$ cat src/rtl/staged_register_if.sv
// Load bus for staged_register: EI request and captured word in, visible contents and busy/done status out.
interface staged_register_if #(
  parameter int WIDTH = 8
);
  logic             EI;
  logic [WIDTH-1:0] data_in;
  logic [WIDTH-1:0] data_out;
  logic             busy;
  logic             done;

  // Handshake: the requester holds EI high with data_in valid; the register accepts it on the first rising
  // edge at which it is idle, keeps busy high for the whole load and pulses done for one cycle once data_out is final.
  modport master (output EI, data_in, input data_out, busy, done);
  modport slave  (input EI, data_in, output data_out, busy, done);
endinterface

$ cat src/rtl/staged_register.sv
// Visible CPU register that settles one bit every STEP cycles so a human can watch the load.
// STAGED_REGISTER_STAGED_LOAD_EN enables the staged FSM; without it the word loads in a single edge.
module staged_register #(
  parameter int WIDTH     = 8,
  parameter int STEP      = 5,
  parameter int MSB_FIRST = 0
) (
  input  logic              clk,
  input  logic              rst,
  staged_register_if.slave  bus,
  output logic              dbg_state
);

`ifdef STAGED_REGISTER_STAGED_LOAD_EN
  localparam int IDX_W  = (WIDTH > 1) ? $clog2(WIDTH) : 1;
  localparam int STEP_W = (STEP > 1) ? $clog2(STEP) : 1;
  localparam logic [IDX_W-1:0]  FIRST_IDX = (MSB_FIRST != 0) ? IDX_W'(WIDTH - 1) : '0;
  localparam logic [IDX_W-1:0]  LAST_IDX  = (MSB_FIRST != 0) ? '0 : IDX_W'(WIDTH - 1);
  localparam logic [STEP_W-1:0] STEP_LAST = STEP_W'(STEP - 1);

  typedef enum logic {
    IDLE = 1'b0,
    LOAD = 1'b1
  } state_t;

  state_t            state_q, state_d;
  logic [IDX_W-1:0]  idx_q, idx_d;
  logic [STEP_W-1:0] step_q, step_d;
  logic [WIDTH-1:0]  shadow_q, shadow_d;
  logic [WIDTH-1:0]  data_q, data_d;
  logic              busy_q, busy_d;
  logic              done_q, done_d;

  always_ff @(posedge clk) begin
    if (rst) begin
      state_q  <= IDLE;
      idx_q    <= '0;
      step_q   <= '0;
      shadow_q <= '0;
      data_q   <= '0;
      busy_q   <= 1'b0;
      done_q   <= 1'b0;
    end else begin
      state_q  <= state_d;
      idx_q    <= idx_d;
      step_q   <= step_d;
      shadow_q <= shadow_d;
      data_q   <= data_d;
      busy_q   <= busy_d;
      done_q   <= done_d;
    end
  end

  always_comb begin
    state_d  = state_q;
    idx_d    = idx_q;
    step_d   = step_q;
    shadow_d = shadow_q;
    data_d   = data_q;
    busy_d   = busy_q;
    done_d   = 1'b0;
    case (state_q)
      IDLE: begin
        if (bus.EI) begin
          shadow_d = bus.data_in;
          idx_d    = FIRST_IDX;
          step_d   = '0;
          busy_d   = 1'b1;
          state_d  = LOAD;
        end
      end
      LOAD: begin
        // EI and data_in are deliberately not looked at here: the shadow copy owns the word until done.
        if (step_q == STEP_LAST) begin
          data_d[idx_q] = shadow_q[idx_q];
          step_d        = '0;
          if (idx_q == LAST_IDX) begin
            state_d = IDLE;
            busy_d  = 1'b0;
            done_d  = 1'b1;
          end else if (MSB_FIRST != 0) begin
            idx_d = idx_q - IDX_W'(1);
          end else begin
            idx_d = idx_q + IDX_W'(1);
          end
        end else begin
          step_d = step_q + STEP_W'(1);
        end
      end
      default: state_d = IDLE;
    endcase
  end

  assign bus.data_out = data_q;
  assign bus.busy     = busy_q;
  assign bus.done     = done_q;
  assign dbg_state    = state_q;

`else
  logic [WIDTH-1:0] data_q;
  logic             done_q;
  // STEP and MSB_FIRST only shape the staged load, which is absent in this build.
  logic             unused_cfg;

  always_ff @(posedge clk) begin
    if (rst) begin
      data_q <= '0;
      done_q <= 1'b0;
    end else begin
      done_q <= bus.EI;
      if (bus.EI) begin
        data_q <= bus.data_in;
      end
    end
  end

  assign bus.data_out = data_q;
  assign bus.busy     = 1'b0;
  assign bus.done     = done_q;
  assign dbg_state    = 1'b0;
  assign unused_cfg   = (STEP > 0) ^ (MSB_FIRST != 0);
`endif

endmodule

$ cat src/flat_wrapper.sv
// flat-port wrapper written by rule: the top's interface ports become plain ports
module staged_register_flat 
#(
  parameter int WIDTH     = 8,
  parameter int STEP      = 5,
  parameter int MSB_FIRST = 0
)
  (clk, rst, dbg_state, bus_EI, bus_data_in, bus_data_out, bus_busy, bus_done);
  staged_register_if #(.WIDTH(WIDTH)) bus_i ();
  input  logic clk;
  input  logic rst;
  output logic dbg_state;
  input wire logic [$bits(bus_i.EI)-1:0] bus_EI;
  input wire logic [$bits(bus_i.data_in)-1:0] bus_data_in;
  output wire logic [$bits(bus_i.data_out)-1:0] bus_data_out;
  output wire logic [$bits(bus_i.busy)-1:0] bus_busy;
  output wire logic [$bits(bus_i.done)-1:0] bus_done;
  assign bus_i.EI = bus_EI;
  assign bus_i.data_in = bus_data_in;
  assign bus_data_out = bus_i.data_out;
  assign bus_busy = bus_i.busy;
  assign bus_done = bus_i.done;
  staged_register #(.WIDTH(WIDTH), .STEP(STEP), .MSB_FIRST(MSB_FIRST)) u_core (.clk(clk), .rst(rst), .bus(bus_i), .dbg_state(dbg_state));
endmodule
$ cat config.mk
export PLATFORM = sky130hd
export DESIGN_NAME = staged_register_flat
export DESIGN_NICKNAME = d
export VERILOG_FILES = /design/src/rtl/staged_register_if.sv /design/src/rtl/staged_register.sv /design/src/flat_wrapper.sv
export SDC_FILE = /design/constraint.sdc
export NUM_CORES = 1
export LEC_CHECK = 0
export ABC_AREA = 1
export BUFFER_PORTS_ARGS = -buffer_cell sky130_fd_sc_hd__buf_2
export CORE_AREA = 2 2 39 41
export CTS_CLUSTER_DIAMETER = 80
export DETAILED_ROUTE_END_ITERATION = 8
export DIE_AREA = 0 0 41 43
export PLACE_DENSITY = 0.56
export SYNTH_ARGS = -nofsm -noshare
export SYNTH_HDL_FRONTEND = slang
export SYNTH_SLANG_ARGS = --single-unit
$ cat constraint.sdc
create_clock -name clk -period 1.6 [get_ports clk]
set_input_delay 0.24 -clock clk [delete_from_list [all_inputs] [get_ports clk]]
set_output_delay 0.24 -clock clk [all_outputs]
set_load 0.005 [all_outputs]
==> metrics.yaml <==
status: "finished clean"
final_max_slew_viol_count: 0
cts-root-buf: "clkbuf_4"
synth_top_family_by_area: "simple AND/OR/NAND/NOR gates"
avgSynthCellArea_sq_um: 6.80
nNetsFinal: 89
synth_seq_cells: 9
path_clk_slew_ps: 60
insertion_delay_ps: 260
leakagePower_nw: 0.308
die-area_sq_um: 1760
ir_worst_vdd_v: 0.000295
die_h_um: 43
yosysWarnings: 0
cpMaxStageDelayCell: "dfxtp_1"
fin_crit_ps: 944
grt_pass1_vias: 257
worstPathArrival_ps: 700
die-width_um: 41
insertedDiodeCount: 0
synth_area_leaders: "dfxtp_1, nor2_1, nand2_1"
synth-xor-area-share_pct: 0
layout-drive-gt1-share_pct: 32.5
postCtsResizedCells: 0
fin_tns_setup_ps: 0
grt_pass1_wl_um: 1070
slowest_delay_ps: 330
clock_sinks: 9
dp_hpwl_um: 492
p_per_area_nw_per_um2: 978
rsz0062_at_grt: "no"
fp-row-count: 14
setup_ws_ps: 656
synthArstFlopShare_pct: 0
synth_compound_area_share_pct: 0
ff_latch_area_sq_um: 180
hold_class: "in2reg"
cp-end-kind: "primary output"
synth_edf_count: 0
dp_worst_setup_slack_ps: 784
critPathLaunchType: "flip-flop"
cp_num_buf_inv: 1
synth.mux.area_fraction_pct: 0
cp.required_ps: 1360
fill_cells: 164
routedWlPerCell_um: 7.30
numCtsBuffers: 3
gp_congestion: 0.605
grt.total_usage_pct: 9.46
crit_chain: "buf_2"
cts_hold_buffers: 0
netlist_top_cells_count: "nor2_1, nand2_1, dfxtp_1, inv_1"
drtIter0Drc: 2
io_buffers: 19
post-route-period-util_pct: 59.0
maxCapViolCount: 0
areaGrowthSynthToFinish_pct: 27.7
core_region_area_sq_um: 1380
postCtsSetupRepairBufs: 0
cts-htree-levels: 1
hold_viol: 0
via_count: 338
ios: 22
synth-main-ff-cell: "dfxtp_1"
synth.largest_area_cell: "dfxtp_1"
syn_inst: 57
antenna_found_initial: 0
synthAdderAreaFrac_pct: 0
grt-ovfl-total: 0
synth_most_common_cell: "nor2_1"
drc_errors: 0
yosysTopAreaCellShare_pct: 46.5
vias_per_cell: 3.63
wirelength_um: 679
multi_input_area_sq_um: 136
skew_ps: 0
synth-simple-area-share_pct: 33.2
grt_max_degree: 18
start_util_pct: 28.0
path_class: "reg2out"
max_freq_mhz: 1060
finalSetupViolCount: 0
cts_tree: "built"
synth.distinct_cells: 10
syn_area_sq_um: 388
critical-path-top-delay-family: "flip-flops"
critPathMaxFanout: 2
ant_nets: 0
firstDrtPassIters: 2
clk_path_buf_depth: 2
ys_seq_area_share_pct: 46.5
-- worst register-to-register path, stage by stage, from the launching register on --
cell and delay, ps:
dfxtp_1 310, nor2_1 100, nor2_2 50
-- cells by family after synthesis --
family,Yosys count
flip-flops,9
AND/OR/NAND/NOR,33
other,1
buffers and inverters,14
-- sequential cells by signal, indices dropped and copies added, names as in the netlist --
signal / flops
u_core.bus.data_out: 8
u_core.bus.done: 1
-- metrics by stage --
| stage | util, % | cell area, sq um | cells | total power, W | hold WS (ps) |
|---|---|---|---|---|---|
| after floorplan | - | 392 | 58 | 0.000295 | 311 |
| after global placement | 33.9 | 469 | 89 | 0.000316 | 414 |
| after detailed placement | 33.9 | 469 | 89 | 0.000317 | 415 |
| after CTS | 35.8 | 495 | 93 | 0.000498 | 134 |
| after global routing | 35.8 | 495 | 93 | 0.000515 | 145 |
| final | 35.8 | 495 | 93 | 0.000484 | 147 |
-- where the power goes --
group	switching, W	internal [W]	total [W]	leakage, nW
registers	0.00000635	0.000239	0.000246	0.0749
logic	0.0000343	0.0000311	0.0000654	0.218
clock network	0.0000772	0.0000960	0.000173	0.0150
-- path summary, 6_finish.rpt --
kind                                        from                                   to  slack [ps]  cells after the start
max          u_core.bus.data_out[7]$_SDFFE_PP0P_                      bus_data_out[7]         660                      1
min                                          rst           u_core.bus.done$_SDFF_PP0_         150                      2
min reg2reg  u_core.bus.data_out[1]$_SDFFE_PP0P_  u_core.bus.data_out[1]$_SDFFE_PP0P_         470                      2
max reg2reg  u_core.bus.data_out[4]$_SDFFE_PP0P_  u_core.bus.data_out[4]$_SDFFE_PP0P_        1040                      2
-- area by class of cell --
cell class | count | area share (%)
flip-flops and latches | 9 | 36.4
repair buffers | 19 | 19.2
well taps | 16 | 4.04
clock buffers | 4 | 5.30
multi-input cells | 35 | 27.5
inverters | 10 | 7.58
-- layer usage --
layer  track usage [%]  wire (um)  up-vias  part of all wire [%]
li1                  -          -      194                     -
met1              12.9        328      124                    48
met2              10.3        244       18                    36
met3              4.71         91        2                    13
met4              8.00         15        0                   2.2
met5                 0          0        -                     0
-- cell usage in the layout (no fill, tap or decap) --
cell type / n
buf_2: 19
nor2_1: 16
nand2_1: 15
inv_1: 9
dfxtp_1: 9
clkbuf_4: 3
conb_1: 2
nand2_2: 1
nor2_2: 1
inv_2: 1
clkbuf_1: 1
No activity file was read; power rests on OpenSTA's default activity.
